==> src/rtl/prog_updown_counter_pkg.sv <==
// Shared definitions for the programmable up/down counter family.
// Mode encodings are reused by the timebase and stopwatch blocks.
package prog_updown_counter_pkg;

  typedef enum logic [1:0] {
    MODE_WRAP    = 2'd0,
    MODE_SAT     = 2'd1,
    MODE_ONESHOT = 2'd2,
    MODE_RSVD    = 2'd3
  } mode_e;

  // The reserved encoding behaves as wrap so that a stray value never stalls a timebase.
  function automatic mode_e decode_mode(input logic [1:0] raw);
    return (raw == 2'd3) ? MODE_WRAP : mode_e'(raw);
  endfunction

endpackage

==> src/rtl/prog_updown_counter.sv <==
// Up/down counter with a runtime limit, sync clear/load, wrap/saturate/one-shot
// terminal modes and a registered terminal-count pulse for cascading.
module prog_updown_counter
  import prog_updown_counter_pkg::*;
#(
  parameter int COUNTER_WIDTH = 4,
  parameter int RESET_MAX     = 9
) (
  input  logic                     CLK,
  input  logic                     RESET,
  input  logic                     ENABLE_IN,
  input  logic                     NEG_DIR_IN,
  input  logic [1:0]               MODE_IN,
  input  logic                     CLEAR_IN,
  input  logic                     LOAD_IN,
  input  logic [COUNTER_WIDTH-1:0] LOAD_VALUE_IN,
  input  logic                     MAX_WE_IN,
  input  logic [COUNTER_WIDTH-1:0] MAX_VALUE_IN,
  output logic                     TRIGG_OUT,
  output logic [COUNTER_WIDTH-1:0] COUNT,
  output logic [COUNTER_WIDTH-1:0] MAX_OUT,
  output logic                     DONE_OUT,
  output logic                     ZERO_OUT
);

  localparam logic [COUNTER_WIDTH-1:0] MAX_INIT = COUNTER_WIDTH'(RESET_MAX);
  localparam logic [COUNTER_WIDTH-1:0] ONE      = COUNTER_WIDTH'(1);

  logic [COUNTER_WIDTH-1:0] count_q, count_d;
  logic [COUNTER_WIDTH-1:0] max_q;
  logic [COUNTER_WIDTH-1:0] load_clamped;
  logic                     done_q, done_d;
  logic                     trigg_q, trigg_d;
  logic                     term;
  mode_e                    mode;

  // Up uses >= so a limit lowered beneath the count still terminates.
  always_comb begin
    mode         = decode_mode(MODE_IN);
    term         = NEG_DIR_IN ? (count_q == '0) : (count_q >= max_q);
    load_clamped = (LOAD_VALUE_IN > max_q) ? max_q : LOAD_VALUE_IN;
    count_d      = count_q;
    done_d       = done_q;
    trigg_d      = 1'b0;
    if (CLEAR_IN) begin
      count_d = '0;
      done_d  = 1'b0;
    end else if (LOAD_IN) begin
      count_d = load_clamped;
      done_d  = 1'b0;
    end else begin
      trigg_d = ENABLE_IN && term && !done_q;
      if (ENABLE_IN && !done_q) begin
        if (!term) begin
          count_d = NEG_DIR_IN ? (count_q - ONE) : (count_q + ONE);
        end else begin
          case (mode)
            MODE_SAT:     count_d = count_q;
            MODE_ONESHOT: done_d  = 1'b1;
            default:      count_d = NEG_DIR_IN ? max_q : '0;
          endcase
        end
      end
    end
  end

  always_ff @(posedge CLK or posedge RESET) begin
    if (RESET) begin
      count_q <= '0;
      max_q   <= MAX_INIT;
      done_q  <= 1'b0;
      trigg_q <= 1'b0;
    end else begin
      count_q <= count_d;
      done_q  <= done_d;
      trigg_q <= trigg_d;
      // Limit write sits outside the clear/load/count chain; same-cycle logic sees the old value.
      if (MAX_WE_IN) max_q <= MAX_VALUE_IN;
    end
  end

  assign COUNT     = count_q;
  assign MAX_OUT   = max_q;
  assign DONE_OUT  = done_q;
  assign TRIGG_OUT = trigg_q;
  assign ZERO_OUT  = (count_q == '0);

endmodule

==> config.mk <==
export PLATFORM = sky130hd
export DESIGN_NAME = prog_updown_counter
export DESIGN_NICKNAME = d
export VERILOG_FILES = /design/src/rtl/prog_updown_counter_pkg.sv /design/src/rtl/prog_updown_counter.sv
export SDC_FILE = /design/constraint.sdc
export NUM_CORES = 1
export LEC_CHECK = 0
export BUFFER_PORTS_ARGS = -buffer_cell sky130_fd_sc_hd__buf_2
export CAP_MARGIN = 30
export CORE_MARGIN = 4
export CORE_UTILIZATION = 30
export CTS_CLUSTER_DIAMETER = 60
export DETAILED_ROUTE_END_ITERATION = 10
export PLACE_DENSITY_LB_ADDON = 0.3
export SETUP_SLACK_MARGIN = 0.4
export SLEW_MARGIN = 10
export SYNTH_ARGS = -nofsm -noshare
export SYNTH_HDL_FRONTEND = slang
export SYNTH_SLANG_ARGS = --single-unit
==> constraint.sdc <==
create_clock -name CLK -period 6.4 [get_ports CLK]
set_clock_uncertainty 0.05 [all_clocks]
set_input_delay 1.28 -clock CLK [delete_from_list [all_inputs] [get_ports CLK]]
set_output_delay 1.28 -clock CLK [all_outputs]
set_load 0.05 [all_outputs]
==> impl_metrics.yaml <==
timing:
  hold_violations: 0
  final_period_minus_worst_setup_slack_ns: 3.004
  final_number_of_setup_violating_endpoints: 0
  min_period_over_period: 0.4693
  worst-slew-pin-transition_ns: 0.5706
  final.setup.tns_ns: 0
  clock.fmax_ghz: 0.3329
  timing.slew.headroom: 0.6170
  unrepaired_setup_endpoints_after_global_routing: "no"
  maxSlewViolCount: 0
  final.hold.worst_slack_ns: 0.5589
finish:
  syn_to_final_growth_pct: 23.47
  layout.area.seq_um2: 252.7
  nNetsFinal: 155
  antenna-diode-count: 0
  finish.utilization: 0.3876
  filler_cell_count: 268
  finish.cell_count_without_fillers: 156
  post_route_cells_drive_above_1_share: 0.3280
  multi_input_area_um2: 559.3
clocking:
  clk_latency_ns: 0.26
  ctsLongestPathBuffers: 2
  ctsResizeCount: 0
  h-tree-depth: 1
  tritoncts_num_sinks: 10
  ctsHoldBuffers: 0
  post-cts-setup-buffers: 0
  cts_buffers: 3
  clock_tree.root_cell: "clkbuf_4"
  clk_pin_slew_ns: 0.06
  tritoncts_clock_tree: "done"
synthesis:
  synth-main-ff-cell: "dfrtp_1"
  synth.top_cell.area_share: 0.2332
  yosys.cell_count.top_type: "ha_1"
  netlist_top_cells_area: "dfrtp_1 23%, ha_1 16%, dfstp_2 6.1%"
  synth_area_um2: 858.3
  netlist_instances: 95
  synth_cell_types: 32
  synth_top_area_cell: "dfrtp_1"
  synth_async_sr_flop_share: 1.000
  syn_nets: 124
  synthesis.area_per_instance_um2: 9.035
  synth_enable_flop_cells: 0
  synthTopCellsByCount: "11 x ha_1, 10 x inv_1, 9 x a21oi_1"
  synthesis.yosys.warnings: 0
  post_synthesis_register_bit_count: 10
  synth.yosys.seq_area_share: 0.2945
placement:
  routability_congestion_estimate_from_global_placement: 0.8434
  placement.io_buffers: 27
  instance_count_after_placement_with_tap_cells_included: 152
  dpl.hpwl_um: 1709
routing:
  routed_wire_length_per_instance_um: 12.98
  firstDrtPassIters: 4
  dr.first_iter.drc_count: 24
  drt_drc_violations_left: 0
  num_vias: 808
  vias_per_cell: 5.179
  finalWirelength_um: 2025
  antenna_left: 0
worst_setup_path:
  timing.critical_path.max_delay_family: "simple AND/OR/NAND/NOR gates"
  crit_fanout: 7
  crit_path_cell_trace: "or4_4 -> inv_1 -> buf_2"
  critPathLaunchType: "flop"
  critPathMaxStageDelay_ns: 0.59
  timing.critical_path.depth: 3
  critical_path_required_ns: 5.07
  critical_path.n_buffers_inverters: 2
  cp_endpoint_kind: "output pin"
  rr_worst_depth: 7
  timing.rr.start: "MAX_OUT[3]"
  arrival_ns: 1.67
  cp-startpoint: "COUNT[3]"
  critPathSlowestCell: "or4_4"
  critPathKind: "reg2out"
global_route:
  grt_util_all_layers: 0.1157
  antenna_found_initial: 0
  largest_net_degree_at_the_start_of_global_routing: 12
  grt_pass1_wl_um: 3256
  number_of_global_route_vias_before_repair: 710
  grt.overflow.total: 0
floorplanning:
  die_h_um: 61.49
  fp-row-count: 19
  initial_utilization: 0.3140
  fp.dieArea_um2: 3781
  number_of_i_o_pins: 28
  core_area_um2: 2734
  die-width_um: 61.49
hold_path:
  holdCritStartpoint: "DONE_OUT"
  worstHoldPathType: "reg2reg"
  hold_depth: 2
status:
  run_status: "complete, no violations"
pwr:
  leakage_power_of_the_design_nw: 0.5514
  power-per-cell-area_nw_per_um2: 235.0
  ir_drop_mv: 0.1454
job:
  maxCapViolations: 0
==> tightest hold or removal path, cell delays in order, from the launching register on <==
cell and delay [ns]:
dfrtp_1 0.36, a41oi_1 0.05, nor3_1 0.14
==> report_power, final <==
group	switching (W)	total (W)	internal, W
sequential	0.00000961	0.0000797	0.0000701
combinational	0.0000726	0.000114	0.0000416
clock	0.0000206	0.0000551	0.0000345
total	0.000103	0.000249	0.000146
==> area by class of cell <==
type | count | share of cell area
Sequential cell | 10 | 0.2385
Clock buffer | 4 | 0.03424
Timing Repair Buffer | 27 | 0.1275
Tap cell | 31 | 0.03660
Multi-Input combinational cell | 74 | 0.5277
Inverter | 10 | 0.03542
==> cells in the final DEF, fill, tap and decap left out, types with 4 or more instances in the layout <==
master / Yosys / layout
buf_2: 0 / 27
ha_1: 11 / 11
inv_1: 10 / 10
a21oi_1: 9 / 9
dfrtp_1: 8 / 8
nand2_1: 8 / 8
o21ai_0: 8 / 8
nor2_1: 4 / 4
==> routing by layer <==
| metal | GRT usage | share of wire | vias up |
|---|---|---|---|
| li1 | - | - | 410 |
| met1 | 0.1703 | 0.50 | 370 |
| met2 | 0.1749 | 0.44 | 28 |
| met3 | 0.01468 | 0.062 | 0 |
| met4 | 0.03636 | 0 | 0 |
| met5 | 0 | 0 | - |
==> metrics by stage <==
step	setup slack (ns)	total power (W)	area [um2]
floorplan	3.487	0.0001657	858.3
global placement	3.399	0.0001931	1023
detailed placement	3.336	0.0001954	1023
CTS	3.374	0.0002523	1060
global route	3.329	0.0002665	1060
finish	3.396	0.0002490	1060
==> registers in the layout, summed over array words and instances (netlist names) <==
signal,count
COUNT,4
MAX_OUT,4
DONE_OUT,1
TRIGG_OUT,1
==> logic make-up (layout without fill, tap and decap cells) <==
kind of cell	Yosys count	count (layout)	share of synthesized area
AND/OR/NAND/NOR	25	25	0.1618
buffers and inverters	11	41	0.05394
flip-flops	10	10	0.2945
multiplexers	5	5	0.06268
adder cells (fa/ha/maj)	12	12	0.1837
XOR/XNOR	2	2	0.02041
AO/OA/AOI/OAI	30	30	0.2230
==> final timing paths <==
path | to | slack (ns)
max | ZERO_OUT | 3.40
min reg2reg | DONE_OUT | 0.56
min | DONE_OUT | 0.56
max in group asynchronous | MAX_OUT[3] | 5.06
min in group asynchronous | DONE_OUT | 0.93
max reg2reg | COUNT[1] | 3.99
No activity file was read; power rests on OpenSTA's default activity.
